## src/rtl/sensor_monitor.sv

```systemverilog
// ============================================================================
// Module   : sensor_monitor
// Brief    : Registered, debounced N-channel sensor fault monitor. Errors are
//            latched until cleared, with a fault snapshot and an event count.
// Revision : 1.0 - initial parametrised release
// ============================================================================
`default_nettype none

module sensor_monitor #(
    parameter int                     NUM_SENSORS = 4,
    parameter logic [NUM_SENSORS-1:0] CRIT_MASK   = 4'b0001,
    parameter int                     ANCHOR_IDX  = 1,
    parameter logic [NUM_SENSORS-1:0] PAIR_MASK   = 4'b1100,
    parameter int                     DEBOUNCE    = 3,
    parameter int                     CNT_W       = 8
) (
    input  logic                   clk,
    input  logic                   rst,
    input  logic [NUM_SENSORS-1:0] sensors,
    input  logic [NUM_SENSORS-1:0] sensor_en,
    input  logic                   clear,
    output logic                   error,
    output logic                   error_pending,
    output logic [NUM_SENSORS-1:0] fault_snapshot,
    output logic [CNT_W-1:0]       fault_count
);

    localparam int CNT_BITS = $clog2(DEBOUNCE + 1);

    localparam logic [1:0] c_OK      = 2'd0;
    localparam logic [1:0] c_PENDING = 2'd1;
    localparam logic [1:0] c_ERROR   = 2'd2;

    localparam logic [NUM_SENSORS-1:0] c_ANCHOR_BIT = NUM_SENSORS'(1) << ANCHOR_IDX;
    // The anchor never pairs with itself, even if PAIR_MASK names it.
    localparam logic [NUM_SENSORS-1:0] c_PAIR_ONLY  = PAIR_MASK & ~c_ANCHOR_BIT;
    localparam logic [CNT_BITS-1:0]    c_DEB_LAST   = CNT_BITS'(DEBOUNCE - 1);

    logic [1:0]             r_state;
    logic [CNT_BITS-1:0]    r_cnt;
    logic [NUM_SENSORS-1:0] r_sens_q;
    logic [NUM_SENSORS-1:0] r_snapshot;
    logic [CNT_W-1:0]       r_count;
    logic                   w_raw_fault;
    logic                   w_enter_error;

    assign w_raw_fault = (|(r_sens_q & CRIT_MASK)) |
                         (r_sens_q[ANCHOR_IDX] & (|(r_sens_q & c_PAIR_ONLY)));

    assign w_enter_error = w_raw_fault &&
                           (((r_state == c_OK) && (DEBOUNCE == 1)) ||
                            ((r_state == c_PENDING) && (r_cnt == c_DEB_LAST)));

    always_ff @(posedge clk) begin
        if (rst) begin
            r_state  <= c_OK;
            r_cnt    <= '0;
            r_sens_q <= '0;
        end else begin
            r_sens_q <= sensors & sensor_en;
            case (r_state)
                c_OK: begin
                    if (w_raw_fault && (DEBOUNCE == 1)) begin
                        r_state <= c_ERROR;
                    end else if (w_raw_fault) begin
                        r_state <= c_PENDING;
                        r_cnt   <= CNT_BITS'(1);
                    end else begin
                        r_cnt   <= '0;
                    end
                end
                c_PENDING: begin
                    if (!w_raw_fault) begin
                        r_state <= c_OK;
                        r_cnt   <= '0;
                    end else if (r_cnt == c_DEB_LAST) begin
                        r_state <= c_ERROR;
                    end else begin
                        r_cnt   <= r_cnt + 1'b1;
                    end
                end
                c_ERROR: begin
                    if (clear && !w_raw_fault) begin
                        r_state <= c_OK;
                        r_cnt   <= '0;
                    end
                end
                default: begin
                    r_state <= c_OK;
                    r_cnt   <= '0;
                end
            endcase
        end
    end

    always_ff @(posedge clk) begin
        if (rst) begin
            r_snapshot <= '0;
            r_count    <= '0;
        end else if (w_enter_error) begin
            r_snapshot <= r_sens_q;
            if (r_count != {CNT_W{1'b1}}) begin
                r_count <= r_count + 1'b1;
            end
        end
    end

    assign error          = (r_state == c_ERROR);
    assign error_pending  = (r_state == c_PENDING);
    assign fault_snapshot = r_snapshot;
    assign fault_count    = r_count;

endmodule

`default_nettype wire

```

## config.mk

```make
export PLATFORM = sky130hd
export DESIGN_NAME = sensor_monitor
export DESIGN_NICKNAME = d
export VERILOG_FILES = /design/src/rtl/sensor_monitor.sv
export SDC_FILE = /design/constraint.sdc
export NUM_CORES = 1
export LEC_CHECK = 0
export ABC_AREA = 1
export BUFFER_PORTS_ARGS = -buffer_cell sky130_fd_sc_hd__buf_4
export CAP_MARGIN = 20
export CELL_PAD_IN_SITES_DETAIL_PLACEMENT = 0
export CELL_PAD_IN_SITES_GLOBAL_PLACEMENT = 1
export CORE_ASPECT_RATIO = 1.4
export CORE_MARGIN = 2
export CORE_UTILIZATION = 35
export DETAILED_ROUTE_END_ITERATION = 10
export GPL_ROUTABILITY_DRIVEN = 0
export GPL_TIMING_DRIVEN = 0
export MAX_ROUTING_LAYER = met4
export PLACE_DENSITY = 0.74
export SYNTH_ARGS = -nofsm -noshare
export SYNTH_HDL_FRONTEND = slang
export SYNTH_SLANG_ARGS = --single-unit
```

## constraint.sdc

```tcl
create_clock -name clk -period 1.61 [get_ports clk]
set_input_delay 0.161 -clock clk [delete_from_list [all_inputs] [get_ports clk]]
set_output_delay 0.161 -clock clk [all_outputs]
set_load 0.01 [all_outputs]
```

After elaboration in Yosys (flattened, before gate mapping)
Cells that the tools add are included.
{ "classes": {"n_addsub": 2, "n_eq_ne": 8, "muxes": 9, "bitwise": 3, "reduce_logical": 9} }
{ "ops": {"columns": ["operator", "n"], "rows": [
  ["$mux W2", 6],
  ["$pmux W2 S3", 2],
  ["$add A8 B1 Y8 const B", 1],
  ["$ne A8 B8 Y1 const B", 1],
  ["$and A4 B4 Y4", 1],
  ["$eq A2 B2 Y1 const B", 2],
  ["$reduce_and A2 Y1", 2],
  ["$logic_and A1 B1 Y1", 3],
  ["$ne A3 B2 Y1 const B", 1],
  ["$ne A3 B3 Y1 const B", 1],
  ["$reduce_and A3 Y1", 1],
  ["$add A2 B1 Y2 const B", 1],
  ["$eq A2 B1 Y1 const B", 1],
  ["$logic_not A2 Y1", 1],
  ["$ne A2 B1 Y1 const B", 1],
  ["$ne A2 B2 Y1 const B", 1],
  ["$reduce_or A2 Y1", 1],
  ["$and A1 B1 Y1", 1],
  ["$logic_not A1 Y1", 1],
  ["$mux W1", 1],
  ["$or A1 B1 Y1", 1]
]} }
{ "totals": {"register_bits": 20, "input_bits": 11, "output_inout_bits": 14, "wordCells": 36} }

Longest topological paths before layout
{ "depth": {"ltp_word": 7, "ltp_mapped": 9, "depth_no_buf": 9} }

Least setup slack after synthesis
No wires, ideal clock.
{ "synth_timing": {"path_kind": "register -> register", "from": "register r_count[1], in the netlist fault_count[1]", "to": "register r_count[4], in the netlist fault_count[4]", "t_arrival_ns": 1.178, "t_required_ns": 1.490, "path_slack_ns": 0.312, "path_stages_with_launch": 9, "path_buffers": 0, "synth_period_minus_slack_ns": 1.298, "cell_sequence": "dfxtp_1 ha_1 nand2_2 nor2_4 nand2_2 nand3_4 inv_2 nand2_1 a21oi_2"} }
{ "synth_via": {"elab_chain_cells": 2, "elab_cells_between_ends": 3, "classes_between": "add/sub (1); eq/ne (1); reduce/logical (1)"} }
{ "synth_lines": {"columns": ["element", "line", "rtl"], "rows": [
  ["start, declared", "43", "logic [CNT_W-1:0] r_count;"],
  ["start signal, assigned", "103", "r_count <= r_count + 1'b1;"],
  ["branches (longest 2 deep; another with $add A8 B1 Y8)", null, null]
]} }
Parallel ways; which one is timed is not known.
A chain may end at the register's enable or synchronous reset.

Worst setup path in the final report
{ "layout_timing": {"from": "register r_count[0], in the netlist fault_count[0]", "to": "register r_count[1], in the netlist fault_count[1]"} }
Same word-level chain as after synthesis.

==> impl_metrics.json <==
{
  "status": "finished, final reports clean",
  "clock_latency_ns": 0.30,
  "p_int_uw": 775.8,
  "timing.critical_path.mode_cell": "nand2_2",
  "clockRootBuffer": "clkbuf_4",
  "cellPowerDensity_nw_per_um2": 785.9,
  "antenna_found_initial": 0,
  "grt_pass1_wl_um": 3325,
  "drt_iter0_drc": 23,
  "async_flop_share": 0,
  "drive_gt1_frac": 0.2593,
  "switching_share": 0.1958,
  "cp_slowest_cell": "dfxtp_1",
  "synth_flop_cell": "dfxtp_1",
  "cp_slowest_stage_delay_ns": 0.42,
  "tritoncts": "yes",
  "hold_viol_final": 0,
  "ys_ff_latch": 20,
  "grt_overflow_total": 0,
  "insertedDiodeCount": 0,
  "fin_skew_ns": 0.004819,
  "finalWorstSetupSlack_ns": 0.2190,
  "slew_headroom": 0.8003,
  "clock-sinks": 20,
  "yosysMostFrequentCell": "nand2_1",
  "grt-busiest-layer": "met2",
  "power.switching_uw": 188.9,
  "num_io_pins": 25,
  "clockBufferDepth": 2,
  "first_global_vias": 838,
  "synth_top_area_frac": 0.4183,
  "p_comb_frac": 0.050,
  "pwr-share-clk": 0.428,
  "layout_min_cycle_time_ns": 1.391,
  "p_leak_uw": 0.0005432,
  "netlist_top_cells_count": "36 x nand2_1, 21 x nor2_1, 20 x dfxtp_1",
  "grtUsageTotal": 0.1527,
  "hold_path_startpoint": "sensor_en[0]",
  "post_cts.repair.setup_buffers": 0,
  "ir_drop_v": 0.0004682,
  "cpLargestDelayFamily": "simple AND/OR/NAND/NOR gates",
  "dieArea_um2": 3175,
  "fp.coreArea_um2": 2615,
  "drcViolationCount": 0,
  "wl_per_cell_um": 9.768,
  "setup_violations": 0,
  "syn_area_per_cell_um2": 7.090,
  "netlist_area_um2": 957.2,
  "cts.repair.resized": 0,
  "htreeDepth": 1,
  "path_max_fanout": 9,
  "io_buffers": 23,
  "cp_data_arrival_time_ns": 1.58,
  "post-route-period-util": 0.8639,
  "max_cap_viol_count": 0,
  "synth_nets": 148,
  "rsz0062_at_grt": "no",
  "synth_top_cells_by_area": "dfxtp_1 42%, nand2_1 14%, nor2_1 8.2%",
  "tightest_slew_ns": 0.2996,
  "dp_hpwl_um": 1527,
  "initial_core_util": 0.3660,
  "crit_path_end_kind": "flop",
  "path_cells": "ha_1, nand2_2, nor2_4, nand2_2, nand3_4, inv_2, nand2_1, a21oi_1",
  "grt_max_degree": 13,
  "use_met2": 0.2615,
  "critical_path_required_ns": 1.80,
  "nNetsFinal": 176,
  "use_met1": 0.1558,
  "start_kind": "flop",
  "synthToLayoutAreaGrowth_pct": 28.24,
  "cts_hold_buf": 0,
  "rows": 22,
  "use_met3": 0.03279,
  "firstDrtPassIters": 4,
  "tns_ns": 0,
  "p_seq_frac": 0.522,
  "via_per_inst": 4.419,
  "crit_start": "fault_count[0]",
  "synth_warnings": 0,
  "path_clk_slew_ns": 0.12,
  "synth-edff-count": 0,
  "yosysTopAreaCell": "dfxtp_1",
  "routed_wl_um": 1934,
  "critPathBufInv": 1,
  "vias": 875,
  "maxSlewViolCount": 0,
  "cts_buffers": 3,
  "die_h_um": 65.88,
  "hp-class": "input pin to flop",
  "dieWidth_um": 48.20,
  "yosysSeqAreaShare": 0.4183,
  "r2r-start": "fault_count[0]",
  "syn_inst": 135,
  "dp_slack_ns": 0.2144,
  "yosysUniqueCellTypes": 20,
  "critPathKind": "flop to flop",
  "fmax_mhz": 718.9,
  "drtAntennaViolNets": 0
}
==> flip-flops by register name, indices dropped and copies added, names as in the netlist <==
register        flops
fault_count         8
fault_snapshot      4
r_cnt               2
r_sens_q            4
r_state             2
==> cell usage in the layout (no fill, tap or decap) <==
| cell | n |
|---|---|
| nand3_4 | 1 |
| o211ai_1 | 1 |
| nor2_1 | 21 |
| nand3_1 | 6 |
| nor2_4 | 2 |
| dfxtp_1 | 20 |
| a21oi_1 | 6 |
| o21ai_0 | 6 |
| inv_2 | 2 |
| clkbuf_1 | 1 |
| bufinv_16 | 1 |
| clkbuf_4 | 3 |
| o21ai_2 | 1 |
| buf_4 | 23 |
| inv_1 | 16 |
| buf_2 | 1 |
| ha_1 | 2 |
| xor2_1 | 3 |
| nand4_1 | 1 |
| nor3_1 | 1 |
| nand2_2 | 5 |
| a21oi_2 | 3 |
| nand2_1 | 36 |
==> worst paths after layout <==
path	end	slack, ns	cells past startpoint
max	fault_count[1]	0.22	8
min	r_sens_q[0]	0.06	3
max reg2reg	fault_count[1]	0.22	8
min reg2reg	fault_snapshot[0]	0.48	2
==> per-layer routing <==
layer,share of wire,routed length [µm],vias to the layer above
met5,0,0,-
met4,0.019,36,0
met3,0.038,74,4
met2,0.53,1019,14
met1,0.42,803,384
li1,-,-,473
==> power by group through the flow <==
stage	clock, µW	sequential, µW	combinational (µW)
floorplan	0	514	25.0
global placement	0	515	48.6
detailed placement	0	515	49.0
CTS	427	504	49.1
global route	450	505	54.6
finish	413	504	48.1
==> layout make-up <==
class	count	area, µm²
Clock inverter	1	30.03
Sequential cell	20	400.4
Timing Repair Buffer	23	172.7
Inverter	18	67.56
Fill cell	285	1388
Clock buffer	3	22.52
Buffer	2	8.758
Multi-Input combinational cell	95	480.5
Tap cell	36	45.04
==> per-stage QoR <==
step | total power, µW | cells | util | hold WS, ns | instance area [µm²]
after floorplan | 539.3 | 135 | - | 0.2748 | 957.2
after global placement | 563.7 | 194 | 0.4493 | 0.3864 | 1175
after detailed placement | 564.1 | 194 | 0.4493 | 0.3823 | 1175
after CTS | 980.0 | 198 | 0.4694 | 0.04890 | 1227
after global routing | 1009 | 198 | 0.4694 | 0.05649 | 1227
final | 964.7 | 198 | 0.4694 | 0.06253 | 1227
==> worst reg2reg max path: cells and delay by family (launching register included) <==
family / cells / cell delay [ns]
adders and majority gates: 1 / 0.22
buffers and inverters: 1 / 0.09
and+or+nand+nor: 5 / 0.49
AOI/OAI and AO/OA: 1 / 0.06
DFF: 1 / 0.42
==> logic make-up (layout without fill, tap and decap cells) <==
kind of cell,Yosys count,after routing,share of synthesized area
buffers and inverters,20,47,0.07974
adder cells (fa/ha/maj),2,2,0.02614
flip-flops,20,20,0.4183
AND/OR/NAND/NOR,73,73,0.3412
AO/OA/AOI/OAI,17,17,0.1072
XOR/XNOR,3,3,0.02746
(Power assumes the default switching activity.)
